**src/rtl/diff_rebuild.sv**
```systemverilog
// diff_rebuild: rebuilds the partner word B = A ^ (1 << pos) from a DIFF bit index,
// one mask shift per cycle. Define DIFF_REBUILD_FAST_EN for a single-cycle barrel decode.
module diff_rebuild #(
  parameter int WIDTH = 32
) (
  input  logic                     clk,
  input  logic                     rst_n,
  input  logic                     in_valid,
  output logic                     in_ready,
  input  logic [WIDTH-1:0]         a,
  input  logic [$clog2(WIDTH):0]   pos,
  output logic                     out_valid,
  input  logic                     out_ready,
  output logic [WIDTH-1:0]         b,
  output logic [WIDTH-1:0]         mask,
  output logic                     clamped
);

  localparam int PW = $clog2(WIDTH) + 1;
  localparam logic [PW-1:0]    WIDTH_P = PW'(WIDTH);
  localparam logic [PW-1:0]    CNT_ONE = PW'(1);
  localparam logic [WIDTH-1:0] ONE     = WIDTH'(1);

  typedef enum logic [1:0] {
    IDLE  = 2'd0,
    SHIFT = 2'd1,
    DONE  = 2'd2
  } state_e;

  state_e           state_q, state_d;
  logic [WIDTH-1:0] a_q, a_d;
  logic [PW-1:0]    cnt_q, cnt_d;
  logic             clamped_req_q, clamped_req_d;
  logic [WIDTH-1:0] b_q, b_d;
  logic [WIDTH-1:0] mask_out_q, mask_out_d;
  logic             clamped_out_q, clamped_out_d;
  logic [PW-1:0]    pos_sat_s;
  logic             pos_over_s;

`ifdef DIFF_REBUILD_FAST_EN
  logic [WIDTH-1:0] decode_s;

  // Out-of-range indices decode to an empty mask, matching a full shift-out.
  function automatic logic [WIDTH-1:0] onehot(input logic [PW-1:0] p);
    if (p < WIDTH_P) begin
      onehot = ONE << p;
    end else begin
      onehot = {WIDTH{1'b0}};
    end
  endfunction
`else
  logic [WIDTH-1:0] mask_q, mask_d;
`endif

  assign pos_over_s = (pos > WIDTH_P);
  assign pos_sat_s  = pos_over_s ? WIDTH_P : pos;

  assign in_ready  = (state_q == IDLE);
  assign out_valid = (state_q == DONE);
  assign b         = b_q;
  assign mask      = mask_out_q;
  assign clamped   = clamped_out_q;

`ifdef DIFF_REBUILD_FAST_EN
  assign decode_s = onehot(cnt_q);
`endif

  // Next-state and datapath update for the IDLE/SHIFT/DONE sequence.
  always_comb begin
    state_d       = state_q;
    a_d           = a_q;
    cnt_d         = cnt_q;
    clamped_req_d = clamped_req_q;
    b_d           = b_q;
    mask_out_d    = mask_out_q;
    clamped_out_d = clamped_out_q;
`ifndef DIFF_REBUILD_FAST_EN
    mask_d        = mask_q;
`endif
    case (state_q)
      IDLE: begin
        if (in_valid) begin
          a_d           = a;
          cnt_d         = pos_sat_s;
          clamped_req_d = pos_over_s;
`ifndef DIFF_REBUILD_FAST_EN
          mask_d        = ONE;
`endif
          state_d       = SHIFT;
        end else begin
          state_d = IDLE;
        end
      end
      SHIFT: begin
`ifdef DIFF_REBUILD_FAST_EN
        b_d           = a_q ^ decode_s;
        mask_out_d    = decode_s;
        clamped_out_d = clamped_req_q;
        state_d       = DONE;
`else
        if (cnt_q != {PW{1'b0}}) begin
          // WIDTH shifts push the single bit out entirely, giving b == a for pos == WIDTH.
          mask_d = mask_q << 1;
          cnt_d  = cnt_q - CNT_ONE;
        end else begin
          b_d           = a_q ^ mask_q;
          mask_out_d    = mask_q;
          clamped_out_d = clamped_req_q;
          state_d       = DONE;
        end
`endif
      end
      DONE: begin
        if (out_ready) begin
          state_d = IDLE;
        end else begin
          state_d = DONE;
        end
      end
      default: begin
        state_d = IDLE;
      end
    endcase
  end

  // State and datapath registers; reset aborts any request in flight.
  always_ff @(posedge clk or negedge rst_n) begin
    if (!rst_n) begin
      state_q       <= IDLE;
      a_q           <= {WIDTH{1'b0}};
      cnt_q         <= {PW{1'b0}};
      clamped_req_q <= 1'b0;
      b_q           <= {WIDTH{1'b0}};
      mask_out_q    <= {WIDTH{1'b0}};
      clamped_out_q <= 1'b0;
`ifndef DIFF_REBUILD_FAST_EN
      mask_q        <= {WIDTH{1'b0}};
`endif
    end else begin
      state_q       <= state_d;
      a_q           <= a_d;
      cnt_q         <= cnt_d;
      clamped_req_q <= clamped_req_d;
      b_q           <= b_d;
      mask_out_q    <= mask_out_d;
      clamped_out_q <= clamped_out_d;
`ifndef DIFF_REBUILD_FAST_EN
      mask_q        <= mask_d;
`endif
    end
  end

endmodule
```
**config.mk**
```make
export PLATFORM = sky130hd
export DESIGN_NAME = diff_rebuild
export DESIGN_NICKNAME = d
export VERILOG_FILES = /design/src/rtl/diff_rebuild.sv
export SDC_FILE = /design/constraint.sdc
export NUM_CORES = 1
export LEC_CHECK = 0
export BUFFER_PORTS_ARGS = -buffer_cell sky130_fd_sc_hd__buf_2
export CAP_MARGIN = 20
export CELL_PAD_IN_SITES_DETAIL_PLACEMENT = 0
export CELL_PAD_IN_SITES_GLOBAL_PLACEMENT = 1
export CORE_MARGIN = 4
export CORE_UTILIZATION = 47
export CTS_CLUSTER_DIAMETER = 60
export CTS_CLUSTER_SIZE = 14
export DETAILED_ROUTE_END_ITERATION = 7
export PLACE_DENSITY = 0.82
export SYNTH_ARGS = -nofsm -noshare
export SYNTH_HDL_FRONTEND = slang
export SYNTH_SLANG_ARGS = --single-unit
```
**constraint.sdc**
```tcl
create_clock -name clk -period 2.7 [get_ports clk]
set_clock_uncertainty 0.1 [all_clocks]
set_input_delay 0.135 -clock clk [delete_from_list [all_inputs] [get_ports clk]]
set_output_delay 0.135 -clock clk [all_outputs]
set_load 0.01 [all_outputs]
```
==> results.toml <==
[global_route]
gr-usage-all-layers = 0.178
first_global_vias = 4084
number_of_antenna_violations_at_the_first_check_in_global_routing = 0
wire_length_of_the_first_global_routing_pass_mm = 20.0
overflow = 0
grt_max_degree = 76

[floorplan]
start_util = 0.479
floorplan.die.width_um = 118
placeableCoreArea_um2 = 12000
dieArea_um2 = 14000
floorplan.rows = 40
die_h_um = 118
i_o_pin_count = 109

[synth]
number_of_synthesized_flops_with_an_enable_pin = 0
syn_nets = 516
syn_area_per_cell_um2 = 12.1
synth_top_area_cell = "sky130_fd_sc_hd__dfrtp_1"
most_frequent_cell_after_synthesis = "sky130_fd_sc_hd__dfrtp_1"
netlist-cell-type-count = 33
combinational_family_with_the_most_area_after_synthesis = "multiplexers"
post_synth_xor_area_fraction = 0.0489
post_synth_instance_area_um2 = 5730
number_of_flip_flops_and_latches_in_the_synthesized_netlist = 138
synth_compound_gate_area_share = 0.0885
yosys_warnings = 0
yosys.area_share.adder = 0.00437
ys_top_cells_by_area = "sky130_fd_sc_hd__dfrtp_1, sky130_fd_sc_hd__mux2_2, sky130_fd_sc_hd__mux2_1"
netlist_top_cells_count = "sky130_fd_sc_hd__dfrtp_1, sky130_fd_sc_hd__nand2_1, sky130_fd_sc_hd__nor2_1"
synth_top_flop_cell = "sky130_fd_sc_hd__dfrtp_1"
postSynth.asyncResetShare = 1.00
synth_instances = 472
synth_largest_type_area_fraction = 0.603
yosys.area_share.simple = 0.0819
seq_area_frac_synth = 0.603
mux_cell_area_share_after_synthesis = 0.128

[worst_setup_path]
worst_r2r_endpoint = "clamped_req_q"
cp-startpoint = "state_q[0]"
timing.critical_path.slowest_stage_cell = "sky130_fd_sc_hd__dlygate4sd3_1"
cp_cell_sequence = "nor2_1 -> and2_2 -> buf_12 -> o211ai_1 -> dlygate4sd3_1 -> o21ai_0"
worst_setup_path_start_kind = "register"
r2r.worst_path.cells = 6
crit_arrival_ns = 2.51
worst_r2r_startpoint = "state_q[0]"
path_buf_inv = 2
required_ns = 2.94
reg2reg_setup_slack_ns = 0.43
path_delay_family = "buffers and inverters"
endpoint_kind = "register"
cp_slowest_stage_delay_ns = 0.57
setup.worst_path.class = "reg2reg"
path_max_fanout = 24

[power_and_ir_drop]
p_leak_nw = 3.53
p_per_area_nw_per_um2 = 1190
combinationalPowerShare = 0.316
irDropWorstVdd_mv = 0.543
power_switching_w = 0.00288
p_sw_frac = 0.327
p_int_w = 0.00592
sequentialPowerShare = 0.408
p_clk_frac = 0.275

[flow_run]
timing.max_cap.violations = 0

[cells_and_area]
design.final.nets = 664
final.fill_count = 968
synthToLayoutAreaGrowth_pct = 28.6
fraction_of_final_layout_cells_sized_beyond_drive_strength_1 = 0.311
num_antenna_cells = 0
multiInputGateArea_um2 = 2030
regArea_um2 = 3450

[route]
viasPerCell = 4.93
drt_iter0_drc = 204
detail-route-antenna-nets = 0
drt-wirelength-per-cell_um = 14.8
detailroute.via_count = 3849
routed_wirelength_mm = 11.6
post-route-drc-count = 0
drtPass1Iterations = 4

[placed_design]
finalWeightedCongestion = 0.776
dpl.hpwl_mm = 7.50
io_buffer_count = 108

[sta]
rsz0062_at_grt = "no"
final_hold_viol_count = 0
tightest_slew_ns = 0.692
clock.fmax_mhz = 440
sum_of_negative_setup_slack_ns = 0
slew_viol_final = 0
worst_hold_slack_ns = 0.0431
maxSlewHeadroom = 0.539
final_worst_path_cycle_share = 0.842
timing.final.crit_period_ns = 2.27
finalSetupViolCount = 0

[cts]
cts_made_buffers = 17
cts_repair_resize_count = 0
clk_transition_reported_paths_ns = 0.06
cts_tree = "done"
htree_num_levels = 4
library_cell_used_as_clock_root_buffer = "sky130_fd_sc_hd__clkbuf_16"
insertion_delay_ns = 0.42
cts_max_path_buffers = 2
cts.repair_timing.setup_buffer_count = 0
cts_sink_cnt = 138

[worst_hold_path]
min-delay-start = "pos[5]"
min-delay-path-class = "in2reg"
whs_endpoint = "cnt_q[4]"
holdPathStages = 4

[outcome]
outcome = "finished, final reports clean"
routing by layer:
| layer | up-vias | part of all wire | wire (um) | track usage |
|---|---|---|---|---|
| met3 | 20 | 0.045 | 520 | 0.0531 |
| met4 | 0 | 0.020 | 226 | 0.0717 |
| met5 | - | 0 | 0 | 0 |
| li1 | 1888 | - | - | - |
| met1 | 1867 | 0.44 | 5140 | 0.218 |
| met2 | 74 | 0.49 | 5690 | 0.296 |
layout make-up:
class,count,area share
Clock buffer,25,0.0700
Tap cell,147,0.0250
Timing Repair Buffer,156,0.143
Clock inverter,7,0.0149
Inverter,6,0.00306
Multi-Input combinational cell,301,0.275
Sequential cell,138,0.469
cells by family (layout without fill, tap and decap cells):
logic type	after synthesis	in the layout
flops	138	138
buf+inv	33	194
compound gates	86	86
xor+xnor	32	32
fa+ha+maj	2	2
simple gates	116	116
mux	65	65
worst min-delay path, stage by stage:
cell                      delay [ns]
sky130_fd_sc_hd__buf_2          0.10
sky130_fd_sc_hd__nor2_1         0.07
sky130_fd_sc_hd__a32oi_1        0.15
sky130_fd_sc_hd__o21ai_1        0.07
state kept, by name (all words and copies together) (netlist names):
| signal | flops |
|---|---|
| mask | 32 |
| cnt_q | 6 |
| state_q | 2 |
| clamped_req_q | 1 |
| clamped | 1 |
| a_q | 32 |
| mask_q | 32 |
| b | 32 |
cells in the final DEF (no fill, tap or decap), types with 5 or more instances in the layout:
| master | instances |
|---|---|
| sky130_fd_sc_hd__inv_1 | 6 |
| sky130_fd_sc_hd__buf_2 | 107 |
| sky130_fd_sc_hd__nor2_1 | 41 |
| sky130_fd_sc_hd__o21ai_1 | 5 |
| sky130_fd_sc_hd__clkbuf_8 | 6 |
| sky130_fd_sc_hd__mux2_1 | 32 |
| sky130_fd_sc_hd__mux2_2 | 33 |
| sky130_fd_sc_hd__clkbuf_16 | 17 |
| sky130_fd_sc_hd__dlygate4sd3_1 | 38 |
| sky130_fd_sc_hd__nand2_1 | 65 |
| sky130_fd_sc_hd__a21oi_1 | 25 |
| sky130_fd_sc_hd__xnor2_1 | 32 |
| sky130_fd_sc_hd__dfrtp_1 | 138 |
| sky130_fd_sc_hd__a21oi_2 | 10 |
| sky130_fd_sc_hd__buf_4 | 6 |
| sky130_fd_sc_hd__o21ai_0 | 32 |
stage by stage:
stage | area, um^2 | total power, W | std cells | util | setup WS [ns]
final | 7370 | 0.00880 | 780 | 0.616 | 0.428
after global routing | 7370 | 0.00941 | 780 | 0.616 | 0.277
after CTS | 7370 | 0.00891 | 780 | 0.616 | 0.407
after detailed placement | 6360 | 0.00641 | 710 | 0.532 | 0.522
after global placement | 6360 | 0.00628 | 710 | 0.532 | 0.620
after floorplan | 5730 | 0.00551 | 472 | - | 0.891
how the worst max path moves through the flow:
stage	to	cells after the start	slack (ns)
final	clamped_req_q	6	0.43
after global routing	clamped_req_q	6	0.28
after CTS	clamped_req_q	6	0.41
after detailed placement	mask_q[29]	6	0.52
after global placement	mask_q[30]	6	0.62
after floorplan	cnt_q[2]	7	0.89
power groups by stage:
stage                     Sequential [W]  Clock [W]  Combinational, W
final                            0.00359    0.00242           0.00278
after global routing             0.00373    0.00257           0.00311
after CTS                        0.00361    0.00247           0.00283
after detailed placement         0.00363          0           0.00278
after global placement           0.00359          0           0.00269
after floorplan                  0.00371          0           0.00181
what timing repair did:
item / CTS / global route
setup endpoints to repair: 0 / 0
hold buffers: 38 / 0
hold endpoints to repair: 109 / 0
Note: power is estimated with default switching activity, not from simulation.
